==> src/rtl/keypad_code_entry_if.sv <==
// Keypad-to-controller signal bundle for keypad_code_entry.
// The slave modport is the entry block; the master modport drives keys and reads the code.
interface keypad_code_entry_if;
    logic        vehicle_arrival;
    logic        key_valid;
    logic [3:0]  key_code;
    logic [15:0] code;
    logic        code_ack;
    logic [2:0]  digit_count;
    logic        entry_error;

    modport master (
        output vehicle_arrival, key_valid, key_code,
        input  code, code_ack, digit_count, entry_error
    );

    modport slave (
        input  vehicle_arrival, key_valid, key_code,
        output code, code_ack, digit_count, entry_error
    );
endinterface

==> src/rtl/keypad_code_entry.sv <==
// Four-digit keypad code entry FSM (IDLE/ENTRY/SUBMIT/HOLD) feeding a downstream controller.
// Define KEYPAD_TIMEOUT_EN to clear a stale partial entry after TIMEOUT_CYCLES of inactivity.
module keypad_code_entry #(
    parameter logic [15:0] TIMEOUT_CYCLES = 16'd1000
) (
    input  logic              clk,
    input  logic              rst,
    keypad_code_entry_if.slave kp
);
    typedef enum logic [1:0] {IDLE, ENTRY, SUBMIT, HOLD} state_t;

    state_t      state;
    logic [15:0] buffer;
    logic [15:0] code_q;
    logic        code_ack_q;
    logic        entry_error_q;
    logic [2:0]  count_q;

    logic is_digit, is_clear, is_enter, timed_out;

    assign is_digit = kp.key_valid && (kp.key_code <= 4'h9);
    assign is_clear = kp.key_valid && (kp.key_code == 4'hA);
    assign is_enter = kp.key_valid && (kp.key_code == 4'hB);

`ifdef KEYPAD_TIMEOUT_EN
    logic [15:0] idle_timer;

    // Only a partial entry with no key activity this cycle can time out.
    assign timed_out = (state == ENTRY) && (count_q != 3'd0) && kp.vehicle_arrival &&
                       !(is_digit || is_clear || is_enter) &&
                       (idle_timer == TIMEOUT_CYCLES - 16'd1);

    always_ff @(posedge clk or posedge rst) begin
        if (rst) begin
            idle_timer <= '0;
        end else if (state != ENTRY || count_q == 3'd0 || !kp.vehicle_arrival ||
                     is_digit || is_clear || is_enter || timed_out) begin
            idle_timer <= '0;
        end else begin
            idle_timer <= idle_timer + 16'd1;
        end
    end
`else
    assign timed_out = 1'b0;
`endif

    // NOTE: every register here uses <= so all next-state terms read the pre-edge values.
    always_ff @(posedge clk or posedge rst) begin
        if (rst) begin
            state         <= IDLE;
            buffer        <= '0;
            code_q        <= '0;
            code_ack_q    <= 1'b0;
            entry_error_q <= 1'b0;
            count_q       <= '0;
        end else begin
            code_ack_q    <= 1'b0;
            entry_error_q <= 1'b0;
            if (state != IDLE && !kp.vehicle_arrival) begin
                state   <= IDLE;
                buffer  <= '0;
                count_q <= '0;
                code_q  <= '0;
            end else begin
                case (state)
                    IDLE: begin
                        if (kp.vehicle_arrival) state <= ENTRY;
                    end
                    ENTRY: begin
                        if (is_digit) begin
                            if (count_q != 3'd4) begin
                                buffer  <= {buffer[11:0], kp.key_code};
                                count_q <= count_q + 3'd1;
                            end
                        end else if (is_clear) begin
                            buffer  <= '0;
                            count_q <= '0;
                        end else if (is_enter) begin
                            if (count_q == 3'd4) begin
                                state      <= SUBMIT;
                                code_q     <= buffer;
                                code_ack_q <= 1'b1;
                            end else begin
                                entry_error_q <= 1'b1;
                                buffer        <= '0;
                                count_q       <= '0;
                            end
                        end else if (timed_out) begin
                            entry_error_q <= 1'b1;
                            buffer        <= '0;
                            count_q       <= '0;
                        end
                    end
                    SUBMIT: begin
                        state <= HOLD;
                    end
                    HOLD: begin
                        // A new digit starts a fresh entry; enter is ignored here.
                        if (is_digit) begin
                            state   <= ENTRY;
                            buffer  <= {12'h000, kp.key_code};
                            count_q <= 3'd1;
                            code_q  <= '0;
                        end else if (is_clear) begin
                            state   <= ENTRY;
                            buffer  <= '0;
                            count_q <= '0;
                            code_q  <= '0;
                        end
                    end
                    default: state <= IDLE;
                endcase
            end
        end
    end

    assign kp.code        = code_q;
    assign kp.code_ack    = code_ack_q;
    assign kp.digit_count = count_q;
    assign kp.entry_error = entry_error_q;
endmodule

==> src/flat_wrapper.sv <==
// flat-port wrapper written by rule: the top's interface ports become plain ports
module keypad_code_entry_flat 
#(
    parameter logic [15:0] TIMEOUT_CYCLES = 16'd1000
)
  (clk, rst, kp_vehicle_arrival, kp_key_valid, kp_key_code, kp_code, kp_code_ack, kp_digit_count, kp_entry_error);
  keypad_code_entry_if kp_i ();
  input  logic clk;
  input  logic rst;
  input wire logic [$bits(kp_i.vehicle_arrival)-1:0] kp_vehicle_arrival;
  input wire logic [$bits(kp_i.key_valid)-1:0] kp_key_valid;
  input wire logic [$bits(kp_i.key_code)-1:0] kp_key_code;
  output wire logic [$bits(kp_i.code)-1:0] kp_code;
  output wire logic [$bits(kp_i.code_ack)-1:0] kp_code_ack;
  output wire logic [$bits(kp_i.digit_count)-1:0] kp_digit_count;
  output wire logic [$bits(kp_i.entry_error)-1:0] kp_entry_error;
  assign kp_i.vehicle_arrival = kp_vehicle_arrival;
  assign kp_i.key_valid = kp_key_valid;
  assign kp_i.key_code = kp_key_code;
  assign kp_code = kp_i.code;
  assign kp_code_ack = kp_i.code_ack;
  assign kp_digit_count = kp_i.digit_count;
  assign kp_entry_error = kp_i.entry_error;
  keypad_code_entry #(.TIMEOUT_CYCLES(TIMEOUT_CYCLES)) u_core (.clk(clk), .rst(rst), .kp(kp_i));
endmodule
==> config.mk <==
export PLATFORM = sky130hd
export DESIGN_NAME = keypad_code_entry_flat
export DESIGN_NICKNAME = d
export VERILOG_FILES = /design/src/rtl/keypad_code_entry_if.sv /design/src/rtl/keypad_code_entry.sv /design/src/flat_wrapper.sv
export SDC_FILE = /design/constraint.sdc
export NUM_CORES = 1
export LEC_CHECK = 0
export CAP_MARGIN = 25
export CORE_ASPECT_RATIO = 1.75
export CORE_MARGIN = 2
export CORE_UTILIZATION = 58
export CTS_CLUSTER_SIZE = 16
export DETAILED_ROUTE_END_ITERATION = 8
export HOLD_SLACK_MARGIN = 0.12
export PLACE_DENSITY = 0.91
export SYNTH_ARGS = -nofsm -noshare
export SYNTH_HDL_FRONTEND = slang
export SYNTH_SLANG_ARGS = --single-unit
==> constraint.sdc <==
create_clock -name clk -period 3.2 [get_ports clk]
set_input_delay 0.64 -clock clk [delete_from_list [all_inputs] [get_ports clk]]
set_output_delay 0.64 -clock clk [all_outputs]
set_load 0.02 [all_outputs]
==> metrics.md, run 1 <==
| Metric | Value |
|---|---|
| Post-synth EDFFs | 0 |
| I/O Pins | 29 |
| XOR/XNOR Fraction of Synth Area | 0 |
| Leakage | approximately 1.1 nW |
| Setup_tns | 0 ns |
| Nature of the critical path endpoint | register |
| Main combinational cell family by area after synthesis | compound AO/OA/AOI/OAI gates |
| Initial antenna violation count | 0 |
| DIE HEIGHT | a little over 80 microns |
| Multiplexer area fraction after synthesis | 0.102 |
| VDD IR max | around 0.58 mV |
| Max-cap violation count | 0 |
| Post-synth top cells | dfrtp_1 (39), nand2_1 (23), nor2_1 (23) |
| Fin. Hold Viols | 0 |
| Max-slew violation count | 0 |
| Area share of the largest cell type after synthesis | 0.491 |
| Worst r2r path cells | 7 |
| Cells after Synth | ~190 |
| Final HPWL DP | 2840 microns |
| CTS Hold Buffers Added | 0 |
| Largest net degree at the start of global routing | 40 |
| Total global routing overflow | 0 |
| Critical Path Fanout Max | 15 |
| Final nets | 230 |
| Drt wl/cell | about 15 microns |
| Yosys warning total | 0 |
| Compound-Gate Fraction of Synth Area | 0.165 |
| Placeable Area | roughly 0.0033 sq mm |
| Setup CP Type | in2reg |
| Sequential fraction of the synthesis area | 0.491 |
| Initial DRC count | 38 |
| Hold Path Sink | u_core.kp.code[10]$_DFFE_PP0P_ |
| Routed wire length | roughly 3900 microns |
| Asr flop ratio synth | 1.00 |
| Min-delay src | u_core.kp.code[10]$_DFFE_PP0P_ |
| Max Freq | a little over 400 MHz |
| R2R Setup Slk | about 1.1 ns |
| Clock sink count | 39 |
| Cell Area, Synth | between 0.0015 and 0.002 sq mm |
| Most frequent cell after synthesis | dfrtp_1 |
| Diode count | 0 |
| Vias in the first global route | between 1000 and 1500 |
| Clock buffer depth | 2 |
| GRT Total Usage | 0.234 |
| Hold depth | 2 |
| Simple-Gate Fraction of Synth Area | 0.128 |
| HP Class | reg2reg |
| Pwr dens | 628 mW/mm^2 |
| Critical path's largest stage delay | between 0.6 and 0.7 ns |
| Final setup fails | 0 |
| Worst EP required | ~3.4 ns |
| Worst skew pair latency | 0.29 ns |
| RR Startpoint | u_core.state[1]$_DFFE_PP0P_ |
| Ratio of cells with drive above 1 in the final layout | 0.151 |
| Synthesized flop and latch total | 39 |
| Worst-margin pin slew | between 0.6 and 0.7 ns |
| Final Skew | roughly 0.0050 ns |
| Setup ws final | around 0.80 ns |
| Post-layout util | 0.720 |
| Worst-path cell chain | clkdlybuf4s50_1, a21oi_2, o21ai_1, o31ai_1, a21boi_2, buf_4, mux2i_1 |
| H-tree levels | 2 |
| TritonCTS buffer count | 5 |
| Syn Nets | between 150 and 200 |
| Slowest cell on crit path | clkdlybuf4s50_1 |
| TritonCTS clock tree | built |
| Routed vias | roughly 1400 |
| Reg clk slew, reported paths | around 0.08 ns |
| Post-CTS setup buffer count | 0 |
| Detailed Routing Iterations Pass 1 | 6 |
| Synth area leader | dfrtp_1 |
| Crit path max-delay family | buffers and inverters |
| Top post-synthesis cells by area | dfrtp_1 (49%), mux2i_1 (9.1%), a22oi_2 (6.3%) |
| Most used DFF post-synth | dfrtp_1 |
| Tightest slew margin relative to the limit | 0.574 |
| Fillers | roughly 240 |
| Sequential Area | around 980 sq um |
| Global-route wire length before repair | roughly 6500 microns |
| Antenna viol nets, final | 0 |
| CTS resizes | 0 |
| Status | finished, final reports clean |
| Power, Total | roughly 1.5 mW |
| Routed vias/inst | about 5.5 |
| Area grow syn2layout | 20.4% |
| GPL Wtd Cong | approximately 0.80 |
| RSZ-0062 raised after global routing | false |
| Initial core utilization | 0.598 |
| Area of the multi-input gates | 850 sq um |
| Synth cell types | 35 |
| Pre-CTS WS | 0.538 ns |
| Die extent in x | roughly 48 microns |
| Synth Area per Inst | ~11 sq um |
| Worst Path Arrival | 2.61 ns |
| DRC errors left | 0 |
| Port bufs | 28 |
| R2r endpoint | u_core.buffer[7]$_DFFE_PP0P_ |
| Row Count | 28 |
| Buffer and inverter count on the worst path | 2 |
| Die area | roughly 0.0039 sq mm |
| Ratio of final minimum period to clock period | 0.751 |
| Final worst path period need | between 2 and 2.5 ns |
| Root buffer cell | clkbuf_8 |
| Post-Synth Adder-Cell Area | 0.0314 |
| CP Launch Type | primary input |
[cell families after synthesis]
group | count (synthesis)
simple gates | 55
flops | 39
compound gates | 36
buf+inv | 30
mux | 20
fa+ha+maj | 5
[stage by stage]
stage / instance area [sq um] / instances / hold WS [ns]
6_report: 2390 / 263 / 0.528
5_1_grt: 2390 / 263 / 0.564
4_1_cts: 2390 / 263 / 0.535
3_5_place_dp: 2280 / 255 / 0.514
3_3_place_gp: 2280 / 255 / 0.508
2_1_floorplan: 1990 / 185 / 0.498
[worst max path at each step]
stage / startpoint / depth (start not counted) / endpoint
global placement: kp_key_code[1] / 7 / u_core.buffer[15]$_DFFE_PP0P_
floorplan: u_core.kp.digit_count[0]$_DFFE_PP0P_ / 8 / u_core.buffer[3]$_DFFE_PP0P_
detailed placement: kp_key_code[1] / 7 / u_core.buffer[0]$_DFFE_PP0P_
finish: kp_key_code[1] / 7 / u_core.buffer[7]$_DFFE_PP0P_
CTS: kp_key_code[1] / 7 / u_core.buffer[7]$_DFFE_PP0P_
global route: kp_key_code[1] / 7 / u_core.buffer[13]$_DFFE_PP0P_
[where the power goes]
group          internal, mW  switching (mW)  total [mW]
clock                 0.232           0.174       0.406
combinational         0.204           0.286       0.490
sequential            0.546          0.0629       0.609
total                 0.982           0.523        1.50
[cells in the final DEF (no fill, tap or decap), types with 2 or more instances in the layout]
cell,count
clkdlybuf4s50_1,28
mux2_2,2
o21a_1,4
dfrtp_1,39
o21ai_0,2
inv_1,22
ha_1,5
nor2_1,23
buf_4,5
clkbuf_8,5
a22oi_2,10
a22oi_1,6
a21oi_2,2
nand2_1,23
a21oi_1,3
nand3_1,2
mux2i_1,18
[flip-flops by register name, summed over array words and instances (netlist names)]
signal,count
u_core.buffer,16
u_core.kp.code,16
u_core.kp.code_ack,1
u_core.state,2
u_core.kp.digit_count,3
u_core.kp.entry_error,1
[cell type report]
cell class,count,share of cell area
tap,45,0.0235
multi-input combinational,116,0.355
sequential,39,0.408
clock inverter,3,0.0183
timing repair buffer,33,0.133
clock buffer,5,0.0287
inverter,22,0.0345
[layer usage]
layer / share of wire / vias up / track usage
li1: - / 688 / -
met1: 0.40 / 705 / 0.269
met2: 0.53 / 41 / 0.378
met3: 0.035 / 12 / 0.0593
met4: 0.033 / 0 / 0.124
met5: 0 / - / 0
[worst reg2reg max path, cell delays in order, from the launching register on]
cell and delay [ns]:
dfrtp_1 0.43, inv_1 0.11, ha_1 0.27, inv_1 0.13
a31oi_1 0.17, a21boi_2 0.28, buf_4 0.32, mux2i_1 0.26
Note: power is estimated with default switching activity, not from simulation.
==> inputs of run 2 (changes only) <==
--- a/config.mk
+++ b/config.mk
@@ -8,11 +8,11 @@
 export CAP_MARGIN = 25
 export CORE_ASPECT_RATIO = 1.75
 export CORE_MARGIN = 2
-export CORE_UTILIZATION = 58
+export CORE_UTILIZATION = 48
 export CTS_CLUSTER_SIZE = 16
 export DETAILED_ROUTE_END_ITERATION = 8
 export HOLD_SLACK_MARGIN = 0.12
-export PLACE_DENSITY = 0.91
+export PLACE_DENSITY = 0.82
 export SYNTH_ARGS = -nofsm -noshare
 export SYNTH_HDL_FRONTEND = slang
 export SYNTH_SLANG_ARGS = --single-unit
==> constraint.sdc (replaced) <==
create_clock -name clk -period 2.02 [get_ports clk]
set_input_delay 0.404 -clock clk [delete_from_list [all_inputs] [get_ports clk]]
set_output_delay 0.404 -clock clk [all_outputs]
set_load 0.02 [all_outputs]
==> run 2 against run 1 <==
Routed wire length up 3.7%; clock skew about the same; largest cell class unchanged; sequential share of layout area is 3.2 points lower; sequential power up 58%; largest power group is now combinational logic; final cell count is 8.7% higher; highest routed layer unchanged; critical endpoint is now u_core.kp.code[10]$_DFFE_PP0P_; global-route usage fell by 4.1 points.
==> metrics.md, run 2 (synthesis results as in run 1) <==
| Metric | Value |
|---|---|
| Placement Cell Area | 0.00243 sq mm |
| Critical Path Fanout Max | 16 |
| Detailed Routing Iterations Pass 1 | 4 |
| Tightest slew margin relative to the limit | 0.591 |
| Slowest cell on crit path | dfrtp_1 |
| Worst-path cell chain | inv_1, ha_1, nand3_1, nor4_4, a31oi_4, a22oi_1, nor2_1 |
| Clock sink count | 39 |
| R2r endpoint | u_core.kp.code[10]$_DFFE_PP0P_ |
| HP Class | in2async |
| Port bufs | 28 |
| H-tree levels | 2 |
| Die extent in x | 52.7 microns |
| Clock buffer depth | 2 |
| Max-cap violation count | 0 |
| Ratio of final minimum period to clock period | 0.932 |
| Status | finished, final reports clean |
| VDD IR max | approximately 0.86 mV |
| Post-layout instance area | about 0.0026 sq mm |
| Routed vias | 1500 |
| Commonest non-fill, non-tap cell in the layout | dfrtp_1 |
| Buffer and inverter count on the worst path | 1 |
| Reg clk slew, reported paths | about 0.080 ns |
| Final HPWL DP | between 2000 and 3000 microns |
| Pwr dens | 994 mW/mm^2 |
| Antenna viol nets, final | 0 |
| Setup ws final | about 0.14 ns |
| Worst r2r path cells | 7 |
| GPL Wtd Cong | about 0.9 |
| Leakage | ~1.2 nW |
| Setup CP Type | reg2reg |
| Highest-count cells in the layout ignoring fill and taps | dfrtp_1 (39), clkdlybuf4s50_1 (24), nor2_1 (23) |
| Placeable Area | a little over 0.004 sq mm |
| Initial core utilization | 0.488 |
| DIE HEIGHT | 89.2 microns |
| TritonCTS buffer count | 5 |
| CP Launch Type | register |
| Max-slew violation count | 0 |
| Worst skew pair latency | a little under 0.3 ns |
| Nature of the critical path endpoint | register |
| Worst Path Arrival | approximately 2 ns |
| Area grow syn2layout | 30.7% |
| Fin. Hold Viols | 0 |
| Routed wire length | 4080 microns |
| I/O Pins | 29 |
| CP Launch Point | u_core.state[1]$_DFFE_PP0P_ |
| Post-CTS setup buffer count | 0 |
| Ratio of cells with drive above 1 in the final layout | 0.232 |
| Diode count | 0 |
| CTS Hold Buffers Added | 0 |
| Final nets | approximately 250 |
| Final setup fails | 0 |
| Final worst path period need | roughly 1.9 ns |
| Worst-margin pin slew | around 0.6 ns |
| Root buffer cell | clkbuf_8 |
| Vias in the first global route | 1466 |
| Final Skew | 0.00522 ns |
| Global-route wire length before repair | 6610 microns |
| Drt wl/cell | about 14 microns |
| Initial antenna violation count | 0 |
| Critical path's largest stage delay | about 0.43 ns |
| Crit path max-delay family | simple AND/OR/NAND/NOR gates |
| Largest net degree at the start of global routing | 40 |
| R2R Setup Slk | 0.14 ns |
| TritonCTS clock tree | built |
| Worst EP required | 2.19 ns |
| GRT Total Usage | 0.192 |
| DRC errors left | 0 |
| Row Count | 31 |
| Total global routing overflow | 0 |
| Die area | between 0.004 and 0.005 sq mm |
| Pre-CTS WS | -0.294 ns |
| Routed vias/inst | between 5 and 6 |
| Max Freq | between 500 and 600 MHz |
| Initial DRC count | 23 |
| RR Startpoint | u_core.state[1]$_DFFE_PP0P_ |
==> run 2: final cells by class <==
cell class / instances / area [sq um]
fill: 341 / 1470
tap: 49 / 61.3
clock buffer: 5 / 68.8
clock inverter: 3 / 43.8
sequential: 39 / 976
inverter: 22 / 82.6
multi-input combinational: 116 / 867
timing repair buffer: 52 / 500
==> run 2: routing by layer <==
| metal | wire length [microns] | track usage | vias to the layer above | share of wire |
|---|---|---|---|---|
| met4 | 107 | 0.0979 | 0 | 0.026 |
| met1 | 1750 | 0.237 | 740 | 0.43 |
| met3 | 89 | 0.0351 | 8 | 0.022 |
| met2 | 2130 | 0.317 | 27 | 0.52 |
| li1 | - | - | 725 | - |
| met5 | 0 | 0 | - | 0 |
==> run 2: what timing repair did <==
action                     4_1_cts  5_1_grt
hold endpoints to repair         0        0
resized for setup                0        9
setup endpoints to repair        0       23
==> run 2: through the flow <==
stage | setup TNS, ns | power (mW) | hold WS [ns] | utilization | std cells
4_1_cts | 0 | 2.52 | 0.537 | 0.625 | 285
3_5_place_dp | -8.28 | 1.88 | 0.516 | 0.598 | 277
2_1_floorplan | 0 | 1.60 | 0.498 | - | 185
3_3_place_gp | -7.01 | 1.86 | 0.509 | 0.598 | 277
5_1_grt | -0.000198 | 2.73 | 0.547 | 0.638 | 286
6_report | 0 | 2.58 | 0.523 | 0.638 | 286
==> run 2: how the worst max path moves through the flow <==
stage                                           endpoint  slack, ns  cells past startpoint
after floorplan             u_core.buffer[3]$_DFFE_PP0P_       0.15                      8
after global placement     u_core.buffer[12]$_DFFE_PP0P_      -0.25                      7
after detailed placement    u_core.buffer[4]$_DFFE_PP0P_      -0.29                      7
after CTS                   u_core.buffer[4]$_DFFE_PP0P_      0.004                      7
after global routing      u_core.kp.code[10]$_DFFE_PP0P_    -0.0002                      7
final                     u_core.kp.code[10]$_DFFE_PP0P_       0.14                      7
==> run 2: power breakdown <==
part	total [mW]	internal [mW]	leakage (nW)	switching, mW
clock network	0.644	0.368	0.0581	0.277
registers	0.961	0.865	0.539	0.0967
logic	0.978	0.476	0.639	0.502
==> run 2: worst reg2reg max path, cell delays in order, from the launching register on <==
cell     delay (ns)
dfrtp_1        0.43
inv_1          0.11
ha_1           0.22
nand3_1        0.17
nor4_4         0.37
a31oi_4        0.18
a22oi_1        0.24
nor2_1         0.06
==> inputs of run 3 (changes only) <==
--- a/config.mk
+++ b/config.mk
@@ -6,11 +6,12 @@
 export NUM_CORES = 1
 export LEC_CHECK = 0
 export CAP_MARGIN = 25
-export CORE_ASPECT_RATIO = 1.75
+export CORE_ASPECT_RATIO = 2
 export CORE_MARGIN = 2
 export CORE_UTILIZATION = 48
 export CTS_CLUSTER_SIZE = 16
 export DETAILED_ROUTE_END_ITERATION = 8
+export GPL_ROUTABILITY_DRIVEN = 1
 export HOLD_SLACK_MARGIN = 0.12
 export PLACE_DENSITY = 0.82
 export SYNTH_ARGS = -nofsm -noshare
==> run 3 against run 2 <==
Final cell count fell by 0.70%; worst setup slack got worse by 0.063 ns; clock-buffer cell count did not move; largest power group is now registers; critical path depth rose by 1; sequential power rose by 0.5%; register-to-register slack got worse by 0.06 ns; sequential share of layout area rose by 0.81 points.
==> metrics.md, run 3 (synthesis results as in run 1) <==
| Metric | Value |
|---|---|
| Final Skew | 0.00583 ns |
| DIE HEIGHT | between 90 and 100 microns |
| DRC errors left | 0 |
| I/O Pins | 29 |
| Antenna viol nets, final | 0 |
| GPL Wtd Cong | around 0.83 |
| Largest net degree at the start of global routing | 40 |
| Worst EP required | roughly 2.2 ns |
| Commonest non-fill, non-tap cell in the layout | dfrtp_1 |
| Fin. Hold Viols | 0 |
| Diode count | 0 |
| Ratio of final minimum period to clock period | 0.963 |
| VDD IR max | about 0.69 mV |
| RR Startpoint | u_core.kp.digit_count[1]$_DFFE_PP0P_ |
| TritonCTS clock tree | built |
| Initial antenna violation count | 0 |
| Die area | between 0.004 and 0.005 sq mm |
| TritonCTS buffer count | 5 |
| Worst-margin pin slew | 0.597 ns |
| GRT Total Usage | 0.196 |
| Port bufs | 28 |
| Routed vias | 1473 |
| Vias in the first global route | roughly 1400 |
| Pre-CTS WS | -0.282 ns |
| Final HPWL DP | 2900 microns |
| Worst skew pair latency | between 0.2 and 0.3 ns |
| Worst path depth | 8 |
| Max Freq | between 500 and 600 MHz |
| HP Class | in2async |
| Area grow syn2layout | 27.9% |
| Ratio of cells with drive above 1 in the final layout | 0.220 |
| Pwr dens | 996 mW/mm^2 |
| Max-slew violation count | 0 |
| Setup CP Type | reg2reg |
| Reg clk slew, reported paths | about 0.080 ns |
| CP Launch Type | register |
| Detailed Routing Iterations Pass 1 | 4 |
| Tightest slew margin relative to the limit | 0.602 |
| CTS Hold Buffers Added | 0 |
| Highest-count cells in the layout ignoring fill and taps | dfrtp_1 (39), clkdlybuf4s50_1 (27), nand2_1 (23), nor2_1 (22), inv_1 (22) |
| Drt wl/cell | between 10 and 15 microns |
| Total global routing overflow | 0 |
| Max-cap violation count | 0 |
| Fillers | between 300 and 400 |
| Routed vias/inst | around 5.2 |
| Placement Cell Area | between 0.002 and 0.0025 sq mm |
| Nature of the critical path endpoint | register |
| Power, Total | between 2 and 3 mW |
| Placeable Area | 0.00405 sq mm |
| Final nets | between 200 and 250 |
| Clock sink count | 39 |
| Leakage | 1.16 nW |
| Post-CTS setup buffer count | 0 |
| Worst Path Arrival | about 2.1 ns |
| Critical Path Fanout Max | 16 |
| R2r endpoint | u_core.kp.code[12]$_DFFE_PP0P_ |
| Setup ws final | 0.0750 ns |
| Critical path's largest stage delay | ~0.42 ns |
| Initial core utilization | 0.492 |
| Worst r2r path cells | 8 |
| Die extent in x | between 40 and 50 microns |
| RSZ-0062 raised after global routing | false |
| R2R Setup Slk | between 0.07 and 0.08 ns |
| Crit path max-delay family | simple AND/OR/NAND/NOR gates |
| Post-layout instance area | about 0.0025 sq mm |
| Status | finished, final reports clean |
| Final setup fails | 0 |
| Final worst path period need | 1.94 ns |
| Root buffer cell | clkbuf_8 |
| Worst-path cell chain | inv_1, ha_1, nand2_1, buf_4, nor4_4, a31oi_4, a22oi_1, nor2_1 |
| Row Count | 33 |
| Routed wire length | approximately 4000 microns |
| Global-route wire length before repair | around 7000 microns |
| Clock buffer depth | 2 |
| H-tree levels | 2 |
| Slowest cell on crit path | dfrtp_1 |
| Buffer and inverter count on the worst path | 2 |
| Initial DRC count | 29 |
run 3: layer usage:
metal  wire length, microns  share of wire  global-route usage
met5                      0              0                   0
met4                     89          0.022              0.0833
met1                   1650           0.41               0.238
met3                    100          0.025              0.0329
met2                   2180           0.54               0.340
run 3: tightest hold or removal path, stage by stage:
cell and delay [ns]:
clkdlybuf4s50_1 0.39, inv_1 0.05, buf_4 0.42
run 3: worst max-delay path by stage:
stage	slack, ns	from	to
6_report	0.08	u_core.kp.digit_count[1]$_DFFE_PP0P_	u_core.kp.code[12]$_DFFE_PP0P_
5_1_grt	0.001	u_core.state[0]$_DFFE_PP0P_	u_core.kp.code[13]$_DFFE_PP0P_
4_1_cts	0.01	u_core.state[1]$_DFFE_PP0P_	u_core.kp.digit_count[1]$_DFFE_PP0P_
3_5_place_dp	-0.28	kp_key_code[1]	u_core.kp.digit_count[1]$_DFFE_PP0P_
3_3_place_gp	-0.22	kp_key_code[0]	u_core.kp.code[13]$_DFFE_PP0P_
2_1_floorplan	0.15	u_core.kp.digit_count[0]$_DFFE_PP0P_	u_core.buffer[3]$_DFFE_PP0P_
run 3: stage by stage:
step	std cells	hold slack, ns	TNS (ns)	util
after global routing	284	0.565	0	0.629
final	284	0.518	0	0.629
after floorplan	185	0.498	0	-
after CTS	284	0.535	0	0.623
after global placement	276	0.508	-5.53	0.595
after detailed placement	276	0.517	-7.29	0.595
run 3: final cells by class:
class	instances	area (sq um)	area share
flip-flops and latches	39	976	0.383
multi-input cells	116	871	0.342
repair buffers	47	438	0.172
inverters	22	82.6	0.0324
clock buffers	5	68.8	0.0270
well taps	52	65.1	0.0256
clock inverters	3	43.8	0.0172
run 3: power breakdown:
group | total [mW] | leakage [nW] | switching, mW | internal (mW)
combinational | 0.916 | 0.567 | 0.485 | 0.430
sequential | 0.966 | 0.539 | 0.101 | 0.865
clock | 0.653 | 0.0581 | 0.285 | 0.368
run 3: what timing repair did:
item	CTS	global route
hold endpoints to repair	0	0
setup endpoints to repair	0	34
resized for setup	0	7
